### src/rtl/dma_sg_launcher_pkg.sv
// Shared definitions for the scatter-gather DMA launcher: register map, control/status
// bit constants, error codes, FSM state encodings and the configuration step table.
package dma_sg_launcher_pkg;

    localparam logic [31:0] MM2S_DMACR    = 32'h0000_0000;
    localparam logic [31:0] MM2S_DMASR    = 32'h0000_0004;
    localparam logic [31:0] MM2S_CURDESC  = 32'h0000_0008;
    localparam logic [31:0] MM2S_TAILDESC = 32'h0000_0010;
    localparam logic [31:0] S2MM_DMACR    = 32'h0000_0030;
    localparam logic [31:0] S2MM_DMASR    = 32'h0000_0034;
    localparam logic [31:0] S2MM_CURDESC  = 32'h0000_0038;
    localparam logic [31:0] S2MM_TAILDESC = 32'h0000_0040;

    localparam logic [31:0] DMACR_RUN_IOC  = 32'h0000_1001;
    localparam logic [31:0] DMASR_IOC_MASK = 32'h0000_1000;
    localparam logic [31:0] DMASR_ERR_MASK = 32'h0000_0070;
    localparam logic [31:0] DMASR_IOC_W1C  = 32'h0000_1000;

    localparam logic [2:0] ERR_NONE    = 3'd0;
    localparam logic [2:0] ERR_AXI     = 3'd1;
    localparam logic [2:0] ERR_DMASR   = 3'd2;
    localparam logic [2:0] ERR_TIMEOUT = 3'd3;

    localparam logic [3:0] STEP_LAST_CFG = 4'd5;
    localparam logic [3:0] STEP_CLR_MM2S = 4'd6;
    localparam logic [3:0] STEP_CLR_S2MM = 4'd7;

    typedef enum logic [3:0] {
        ST_IDLE, ST_WAIT_DESC, ST_WR_ADDR, ST_WR_RESP, ST_RD_ADDR,
        ST_RD_DATA, ST_CHECK, ST_CLEAR, ST_DONE, ST_ERROR
    } state_e;

    typedef enum logic [2:0] {
        AX_IDLE, AX_WRITE, AX_WRESP, AX_RADDR, AX_RDATA
    } axil_state_e;

    // Steps 0-5 program S2MM then MM2S; steps 6-7 acknowledge IOC on both channels.
    function automatic logic [31:0] step_addr(input logic [3:0] step);
        case (step)
            4'd0:    return S2MM_CURDESC;
            4'd1:    return S2MM_DMACR;
            4'd2:    return S2MM_TAILDESC;
            4'd3:    return MM2S_CURDESC;
            4'd4:    return MM2S_DMACR;
            4'd5:    return MM2S_TAILDESC;
            4'd6:    return MM2S_DMASR;
            default: return S2MM_DMASR;
        endcase
    endfunction

    function automatic logic [31:0] step_data(input logic [3:0] step, input logic [31:0] base);
        case (step)
            4'd0:    return base + 32'h0000_0100;
            4'd1:    return DMACR_RUN_IOC;
            4'd2:    return base + 32'h0000_0300;
            4'd3:    return base;
            4'd4:    return DMACR_RUN_IOC;
            4'd5:    return base + 32'h0000_0200;
            default: return DMASR_IOC_W1C;
        endcase
    endfunction

endpackage

### src/rtl/dma_sg_launcher_axil_single_master.sv
// One-outstanding AXI-Lite master: accepts a single read or write request while idle
// and returns a one-cycle ack carrying the response code and read data.
module axil_single_master
    import dma_sg_launcher_pkg::*;
(
    input  logic        clk,
    input  logic        rst,
    input  logic        req,
    input  logic        we,
    input  logic [31:0] addr,
    input  logic [31:0] wdata,
    output logic        ack,
    output logic [31:0] rdata,
    output logic [1:0]  resp,
    output logic [31:0] m_awaddr,
    output logic        m_awvalid,
    input  logic        m_awready,
    output logic [31:0] m_wdata,
    output logic [3:0]  m_wstrb,
    output logic        m_wvalid,
    input  logic        m_wready,
    input  logic [1:0]  m_bresp,
    input  logic        m_bvalid,
    output logic        m_bready,
    output logic [31:0] m_araddr,
    output logic        m_arvalid,
    input  logic        m_arready,
    input  logic [31:0] m_rdata,
    input  logic [1:0]  m_rresp,
    input  logic        m_rvalid,
    output logic        m_rready
);

    axil_state_e state_q, state_d;
    logic [31:0] awaddr_q, awaddr_d, wdata_q, wdata_d, araddr_q, araddr_d, rdata_q, rdata_d;
    logic [3:0]  wstrb_q, wstrb_d;
    logic [1:0]  resp_q, resp_d;
    logic        awvalid_q, awvalid_d, wvalid_q, wvalid_d, bready_q, bready_d;
    logic        arvalid_q, arvalid_d, rready_q, rready_d, ack_q, ack_d;

    always_comb begin
        state_d   = state_q;
        awaddr_d  = awaddr_q;
        wdata_d   = wdata_q;
        wstrb_d   = wstrb_q;
        araddr_d  = araddr_q;
        rdata_d   = rdata_q;
        resp_d    = resp_q;
        awvalid_d = awvalid_q;
        wvalid_d  = wvalid_q;
        bready_d  = bready_q;
        arvalid_d = arvalid_q;
        rready_d  = rready_q;
        ack_d     = 1'b0;
        case (state_q)
            AX_IDLE: begin
                if (req) begin
                    if (we) begin
                        awaddr_d  = addr;
                        wdata_d   = wdata;
                        wstrb_d   = 4'hF;
                        awvalid_d = 1'b1;
                        wvalid_d  = 1'b1;
                        state_d   = AX_WRITE;
                    end else begin
                        araddr_d  = addr;
                        arvalid_d = 1'b1;
                        state_d   = AX_RADDR;
                    end
                end
            end
            AX_WRITE: begin
                // Address and data channels retire independently; B is only awaited once both have.
                awvalid_d = awvalid_q & ~m_awready;
                wvalid_d  = wvalid_q & ~m_wready;
                if (!awvalid_d && !wvalid_d) begin
                    bready_d = 1'b1;
                    state_d  = AX_WRESP;
                end
            end
            AX_WRESP: begin
                if (m_bvalid) begin
                    bready_d = 1'b0;
                    ack_d    = 1'b1;
                    resp_d   = m_bresp;
                    state_d  = AX_IDLE;
                end
            end
            AX_RADDR: begin
                if (m_arready) begin
                    arvalid_d = 1'b0;
                    rready_d  = 1'b1;
                    state_d   = AX_RDATA;
                end
            end
            AX_RDATA: begin
                if (m_rvalid) begin
                    rready_d = 1'b0;
                    ack_d    = 1'b1;
                    resp_d   = m_rresp;
                    rdata_d  = m_rdata;
                    state_d  = AX_IDLE;
                end
            end
            default: state_d = AX_IDLE;
        endcase
    end

    always_ff @(posedge clk or negedge rst) begin
        if (!rst) begin
            state_q   <= AX_IDLE;
            awaddr_q  <= '0;
            wdata_q   <= '0;
            wstrb_q   <= '0;
            araddr_q  <= '0;
            rdata_q   <= '0;
            resp_q    <= '0;
            awvalid_q <= 1'b0;
            wvalid_q  <= 1'b0;
            bready_q  <= 1'b0;
            arvalid_q <= 1'b0;
            rready_q  <= 1'b0;
            ack_q     <= 1'b0;
        end else begin
            state_q   <= state_d;
            awaddr_q  <= awaddr_d;
            wdata_q   <= wdata_d;
            wstrb_q   <= wstrb_d;
            araddr_q  <= araddr_d;
            rdata_q   <= rdata_d;
            resp_q    <= resp_d;
            awvalid_q <= awvalid_d;
            wvalid_q  <= wvalid_d;
            bready_q  <= bready_d;
            arvalid_q <= arvalid_d;
            rready_q  <= rready_d;
            ack_q     <= ack_d;
        end
    end

    assign ack       = ack_q;
    assign rdata     = rdata_q;
    assign resp      = resp_q;
    assign m_awaddr  = awaddr_q;
    assign m_awvalid = awvalid_q;
    assign m_wdata   = wdata_q;
    assign m_wstrb   = wstrb_q;
    assign m_wvalid  = wvalid_q;
    assign m_bready  = bready_q;
    assign m_araddr  = araddr_q;
    assign m_arvalid = arvalid_q;
    assign m_rready  = rready_q;

endmodule

### src/rtl/dma_sg_launcher.sv
// Programs both channels of a scatter-gather DMA for one ping-pong transfer, polls the
// status registers until both report IOC (or fail/time out) and acknowledges completion.
module dma_sg_launcher
    import dma_sg_launcher_pkg::*;
#(
    parameter logic [31:0] DESC_BASE  = 32'hA001_0000,
    parameter int unsigned POLL_LIMIT = 1_000_000
) (
    input  logic        clk,
    input  logic        rst,
    input  logic        start,
    input  logic        desc_ready,
    output logic        busy,
    output logic        done,
    output logic        err,
    output logic [2:0]  err_code,
    output logic [31:0] awaddr,
    output logic        awvalid,
    input  logic        awready,
    output logic [31:0] wdata,
    output logic [3:0]  wstrb,
    output logic        wvalid,
    input  logic        wready,
    input  logic [1:0]  bresp,
    input  logic        bvalid,
    output logic        bready,
    output logic [31:0] araddr,
    output logic        arvalid,
    input  logic        arready,
    input  logic [31:0] rdata,
    input  logic [1:0]  rresp,
    input  logic        rvalid,
    output logic        rready
);

    state_e      state_q, state_d;
    logic [3:0]  step_q, step_d;
    logic [31:0] poll_cnt_q, poll_cnt_d, status_q, status_d;
    logic [1:0]  cmpl_q, cmpl_d, cmpl_next;
    logic        poll_sel_q, poll_sel_d, done_q, done_d, err_q, err_d;
    logic [2:0]  err_code_q, err_code_d;

    logic        eng_req, eng_we, eng_ack;
    logic [31:0] eng_addr, eng_wdata, eng_rdata;
    logic [1:0]  eng_resp;

    always_comb begin
        state_d    = state_q;
        step_d     = step_q;
        poll_cnt_d = poll_cnt_q;
        status_d   = status_q;
        cmpl_d     = cmpl_q;
        cmpl_next  = cmpl_q;
        poll_sel_d = poll_sel_q;
        done_d     = 1'b0;
        err_d      = err_q;
        err_code_d = err_code_q;
        eng_req    = 1'b0;
        eng_we     = 1'b0;
        eng_addr   = step_addr(step_q);
        eng_wdata  = step_data(step_q, DESC_BASE);
        case (state_q)
            ST_IDLE: begin
                if (start) begin
                    err_d      = 1'b0;
                    err_code_d = ERR_NONE;
                    step_d     = 4'd0;
                    poll_cnt_d = '0;
                    cmpl_d     = '0;
                    poll_sel_d = 1'b0;
                    state_d    = ST_WAIT_DESC;
                end
            end
            ST_WAIT_DESC: if (desc_ready) state_d = ST_WR_ADDR;
            ST_WR_ADDR, ST_CLEAR: begin
                eng_req = 1'b1;
                eng_we  = 1'b1;
                state_d = ST_WR_RESP;
            end
            ST_WR_RESP: begin
                if (eng_ack) begin
                    if (eng_resp != 2'b00) begin
                        err_d      = 1'b1;
                        err_code_d = ERR_AXI;
                        state_d    = ST_ERROR;
                    end else begin
                        step_d = step_q + 4'd1;
                        if (step_q == STEP_LAST_CFG) begin
                            state_d = ST_RD_ADDR;
                        end else if (step_q == STEP_CLR_MM2S) begin
                            state_d = ST_CLEAR;
                        end else if (step_q == STEP_CLR_S2MM) begin
                            done_d  = 1'b1;
                            state_d = ST_DONE;
                        end else begin
                            state_d = ST_WR_ADDR;
                        end
                    end
                end
            end
            ST_RD_ADDR: begin
                eng_req    = 1'b1;
                eng_addr   = poll_sel_q ? S2MM_DMASR : MM2S_DMASR;
                poll_cnt_d = poll_cnt_q + 32'd1;
                state_d    = ST_RD_DATA;
            end
            ST_RD_DATA: begin
                if (eng_ack) begin
                    if (eng_resp != 2'b00) begin
                        err_d      = 1'b1;
                        err_code_d = ERR_AXI;
                        state_d    = ST_ERROR;
                    end else begin
                        status_d = eng_rdata;
                        state_d  = ST_CHECK;
                    end
                end
            end
            ST_CHECK: begin
                // A DMA error wins even when the same word also reports IOC.
                if ((status_q & DMASR_ERR_MASK) != 32'd0) begin
                    err_d      = 1'b1;
                    err_code_d = ERR_DMASR;
                    state_d    = ST_ERROR;
                end else begin
                    cmpl_next[poll_sel_q] = cmpl_q[poll_sel_q] | ((status_q & DMASR_IOC_MASK) != 32'd0);
                    cmpl_d = cmpl_next;
                    if (&cmpl_next) begin
                        state_d = ST_CLEAR;
                    end else if (poll_cnt_q >= POLL_LIMIT) begin
                        err_d      = 1'b1;
                        err_code_d = ERR_TIMEOUT;
                        state_d    = ST_ERROR;
                    end else begin
                        poll_sel_d = ~poll_sel_q;
                        state_d    = ST_RD_ADDR;
                    end
                end
            end
            ST_DONE:  state_d = ST_IDLE;
            ST_ERROR: state_d = ST_IDLE;
            default:  state_d = ST_IDLE;
        endcase
    end

    always_ff @(posedge clk or negedge rst) begin
        if (!rst) begin
            state_q    <= ST_IDLE;
            step_q     <= '0;
            poll_cnt_q <= '0;
            status_q   <= '0;
            cmpl_q     <= '0;
            poll_sel_q <= 1'b0;
            done_q     <= 1'b0;
            err_q      <= 1'b0;
            err_code_q <= ERR_NONE;
        end else begin
            state_q    <= state_d;
            step_q     <= step_d;
            poll_cnt_q <= poll_cnt_d;
            status_q   <= status_d;
            cmpl_q     <= cmpl_d;
            poll_sel_q <= poll_sel_d;
            done_q     <= done_d;
            err_q      <= err_d;
            err_code_q <= err_code_d;
        end
    end

    assign busy     = (state_q != ST_IDLE);
    assign done     = done_q;
    assign err      = err_q;
    assign err_code = err_code_q;

    axil_single_master u_axil (
        .clk       (clk),
        .rst       (rst),
        .req       (eng_req),
        .we        (eng_we),
        .addr      (eng_addr),
        .wdata     (eng_wdata),
        .ack       (eng_ack),
        .rdata     (eng_rdata),
        .resp      (eng_resp),
        .m_awaddr  (awaddr),
        .m_awvalid (awvalid),
        .m_awready (awready),
        .m_wdata   (wdata),
        .m_wstrb   (wstrb),
        .m_wvalid  (wvalid),
        .m_wready  (wready),
        .m_bresp   (bresp),
        .m_bvalid  (bvalid),
        .m_bready  (bready),
        .m_araddr  (araddr),
        .m_arvalid (arvalid),
        .m_arready (arready),
        .m_rdata   (rdata),
        .m_rresp   (rresp),
        .m_rvalid  (rvalid),
        .m_rready  (rready)
    );

endmodule

### config.mk
export PLATFORM = sky130hd
export DESIGN_NAME = dma_sg_launcher
export DESIGN_NICKNAME = d
export VERILOG_FILES = /design/src/rtl/dma_sg_launcher_pkg.sv /design/src/rtl/dma_sg_launcher_axil_single_master.sv /design/src/rtl/dma_sg_launcher.sv
export SDC_FILE = /design/constraint.sdc
export NUM_CORES = 1
export LEC_CHECK = 0
export BUFFER_PORTS_ARGS = -buffer_cell sky130_fd_sc_hd__buf_2
export CAP_MARGIN = 0
export CORE_UTILIZATION = 52
export DETAILED_ROUTE_END_ITERATION = 6
export PLACE_DENSITY = 0.87
export REMOVE_ABC_BUFFERS = 1
export SETUP_SLACK_MARGIN = 0.02
export SLEW_MARGIN = 20
export SYNTH_ARGS = -nofsm -noshare
export SYNTH_HDL_FRONTEND = slang
export SYNTH_SLANG_ARGS = --single-unit
### constraint.sdc
create_clock -name clk -period 2.2 [get_ports clk]
set_input_delay 0.11 -clock clk [delete_from_list [all_inputs] [get_ports clk]]
set_output_delay 0.11 -clock clk [all_outputs]
set_load 0.01 [all_outputs]
==> impl_metrics.py <==
metrics = {
    "outcome": {
        "outcome": "complete, no violations",
    },
    "sta": {
        "final.period_utilization_pct": 92.7,
        "fin_crit_ps": 2040,
        "hold_viol_final": 0,
        "drv_slew": 0,
        "fmax_ghz": 0.490,
        "rsz0062_at_grt": "no",
        "setup_tns_ps": 0,
        "worst_pin_slew_ps": 542,
        "whs_ps": 5.99,
        "skew_ps": 18.1,
        "setup_viol": 0,
        "slew-limit-headroom_pct": 63.6,
    },
    "flow_run": {
        "cap_violations": 0,
    },
    "critical_path": {
        "ff2ff_path_depth": 5,
        "arrival_ps": 2340,
        "worst-r2r-setup-slack_ps": 160,
        "max_stage_delay_ps": 490,
        "r2r_end": "err_code[0]$_DFFE_PN0P_",
        "cp-startpoint": "poll_cnt_q[16]$_DFFE_PN0P_",
        "crit_chain": "nand4_1 > a311oi_1 > nor2_1 > a2111oi_2 > o22a_1",
        "crit_family": "compound AO/OA/AOI/OAI gates",
        "critical_path_cell_count": 5,
        "endpoint_kind": "register",
        "cp_data_required_time_ps": 2500,
        "critPathBufInv": 0,
        "cpMaxStageDelayCell": "a2111oi_2",
        "critPathMaxFanout": 8,
        "r2r_start": "poll_cnt_q[16]$_DFFE_PN0P_",
        "crit_type": "reg -> reg",
        "worstSetupStartpointType": "register",
    },
    "floorplanning": {
        "die_h_um": 102,
        "core_sq_um": 9680,
        "die_area_sq_um": 10300,
        "fp-row-count": 36,
        "io_pins": 156,
        "die_w_um": 102,
        "initial_core_util_pct": 53.3,
    },
    "global_route": {
        "overflow": 0,
        "antenna_found_initial": 0,
        "first_global_vias": 3815,
        "grt_util_all_layers_pct": 21.1,
        "grt_pass1_wl_mm": 17.3,
        "grt_max_degree": 83,
    },
    "routing": {
        "final_antenna_net_count": 0,
        "wl_mm": 11.0,
        "first_pass_iters": 5,
        "viasPerCell": 5.67,
        "post_drt_wl_per_cell_um": 14.4,
        "initialDrtViolationCount": 358,
        "vias": 4343,
        "drc": 0,
    },
    "min_path": {
        "min_to": "u_axil.state_q[2]$_DFFE_PN0P_",
        "hold_path_depth": 2,
        "hp-start": "rvalid",
        "hold_class": "in -> reg",
    },
    "placed_design": {
        "gp_congestion": 0.958,
        "place.detailed.hpwl_mm": 7.81,
        "place_area_sq_um": 5240,
        "io_buffers": 47,
    },
    "synthesis": {
        "synthAdderAreaFrac_pct": 1.45,
        "synth_seq_area_share_pct": 39.7,
        "ys_types": 64,
        "async_flop_share_pct": 100,
        "syn_area_per_cell_sq_um": 8.86,
        "synth_top_family_by_area": "simple AND/OR/NAND/NOR gates",
        "yosys.area_share.simple_pct": 20.1,
        "synth_flop_cell": "dfrtp_1",
        "synth_edf_count": 0,
        "syn_area_sq_um": 5160,
        "synth_compound_area_share_pct": 18.7,
        "synthMuxAreaShare_pct": 3.39,
        "synth_xor_area_share_pct": 0.678,
        "synthCells": 583,
        "ys_ff_latch": 82,
        "yosysWarnings": 0,
    },
    "layout": {
        "diodes": 0,
        "drive_gt1_share_pct": 16.4,
        "seqCellArea_sq_um": 2050,
        "multiInputGateArea_sq_um": 2580,
        "final_area_sq_um": 5540,
        "syn_to_final_growth_pct": 7.19,
        "n_fill_cell": 863,
        "final_net_count": 679,
    },
    "clocking": {
        "cts.sink_count": 82,
        "cts_tree": "done",
        "clockRootBuffer": "clkbuf_8",
        "clockBufferDepth": 2,
        "clk-insertion-delay-late_ps": 360,
        "h-tree-depth": 3,
        "numCtsBuffers": 9,
        "clk_pin_slew_worst_paths_ps": 100,
    },
    "power_and_ir_drop": {
        "cellPowerDensity_nw_per_um2": 920,
        "power_leakage_nw": 2.59,
        "ir_drop_mv": 0.381,
        "totalPowerFinal_mw": 5.09,
    },
}
stage by stage:
step	util [%]	setup slack, ps	std cells
3_3_place_gp	54.1	313	745
3_5_place_dp	54.1	214	745
2_1_floorplan	-	139	549
6_report	57.2	161	766
4_1_cts	57.2	210	766
5_1_grt	57.2	36.4	766
synth_stat cells (8+ instances only):
cell      number  area (sq um)
inv_1         14          52.6
clkbuf_1      14          52.6
mux2_2        12           135
a21oi_1       22           110
nand2_1       49           184
dfrtp_1       82          2050
nor2b_1        8          50.1
buf_2         11          55.1
nand4_1       15          93.8
o21ai_0       71           355
nand2b_1      10          62.6
and3_1        12          75.1
nand3_1       18          90.1
nor2_1        34           128
buf_4         87           653
a31oi_1       25           156
per-layer routing:
| layer | GRT usage [%] | up-vias | wire length, um |
|---|---|---|---|
| met5 | 0 | - | 0 |
| met4 | 11.3 | 0 | 323 |
| met3 | 2.35 | 30 | 619 |
| met2 | 35.1 | 208 | 5420 |
| met1 | 27.2 | 2087 | 4670 |
| li1 | - | 2018 | - |
area by class of cell:
type / instances / area share, %
multi-input cells: 453 / 46.7
flip-flops and latches: 82 / 37.1
repair buffers: 68 / 7.82
well taps: 133 / 3.01
clock buffers: 9 / 2.24
clock inverters: 7 / 2.24
inverters: 14 / 0.949
worst reg2reg max path: cells and delay by family (launching register included):
kind	cells	cell delay, ps
AO/OA/AOI/OAI	3	1180
AND/OR/NAND/NOR	2	350
flip-flops	1	470
sequential cells by signal, summed over array words and instances, names as in the netlist:
register          flops
u_axil.m_awvalid      1
poll_sel_q            1
u_axil.m_arvalid      1
u_axil.m_rready       1
status_q              4
poll_cnt_q           32
u_axil.m_wvalid       1
u_axil.ack            1
u_axil.m_awaddr       5
u_axil.m_wstrb        1
state_q               4
done                  1
u_axil.m_bready       1
cmpl_q                2
err                   1
u_axil.resp           2
u_axil.m_araddr       5
step_q                4
u_axil.m_wdata        5
u_axil.state_q        3
u_axil.rdata          4
err_code              2
worst max path at each step:
| stage | to | slack (ps) |
|---|---|---|
| 6_report | err_code[0]$_DFFE_PN0P_ | 160 |
| 5_1_grt | poll_cnt_q[30]$_DFFE_PN0P_ | 40 |
| 4_1_cts | state_q[2]$_DFFE_PN0P_ | 210 |
| 3_5_place_dp | poll_cnt_q[30]$_DFFE_PN0P_ | 210 |
| 3_3_place_gp | poll_cnt_q[30]$_DFFE_PN0P_ | 310 |
| 2_1_floorplan | poll_cnt_q[30]$_DFFE_PN0P_ | 140 |
cell families (layout without fill, tap and decap cells):
family / Yosys count / in the layout
xor+xnor: 4 / 4
buf+inv: 127 / 98
mux: 16 / 16
compound gates: 157 / 157
simple gates: 190 / 190
fa+ha+maj: 6 / 6
other cells: 1 / 80
flops: 82 / 82
repair_timing:
action	4_1_cts	5_1_grt
buffers inserted	0	0
hold endpoints to repair	86	0
resized for setup	0	0
hold buffers	5	0
cells in the final DEF, fill, tap and decap left out, types with 7 or more instances in the layout:
master and count:
a21oi_1 22, a31oi_1 25, and3_1 12, buf_2 46
buf_4 15, clkbuf_8 9, conb_1 80, dfrtp_1 82
inv_1 14, mux2_2 12, nand2_1 49, nand2b_1 10
nand3_1 18, nand4_1 15, nor2_1 34, nor2b_1 8
nor4_1 7, o21ai_0 71
report_power, final:
part | internal (mW) | total [mW] | switching (mW)
clock network | 0.764 | 1.36 | 0.592
registers | 1.78 | 2.09 | 0.314
logic | 0.690 | 1.65 | 0.956
total | 3.23 | 5.09 | 1.86
Note: power is estimated with default switching activity, not from simulation.
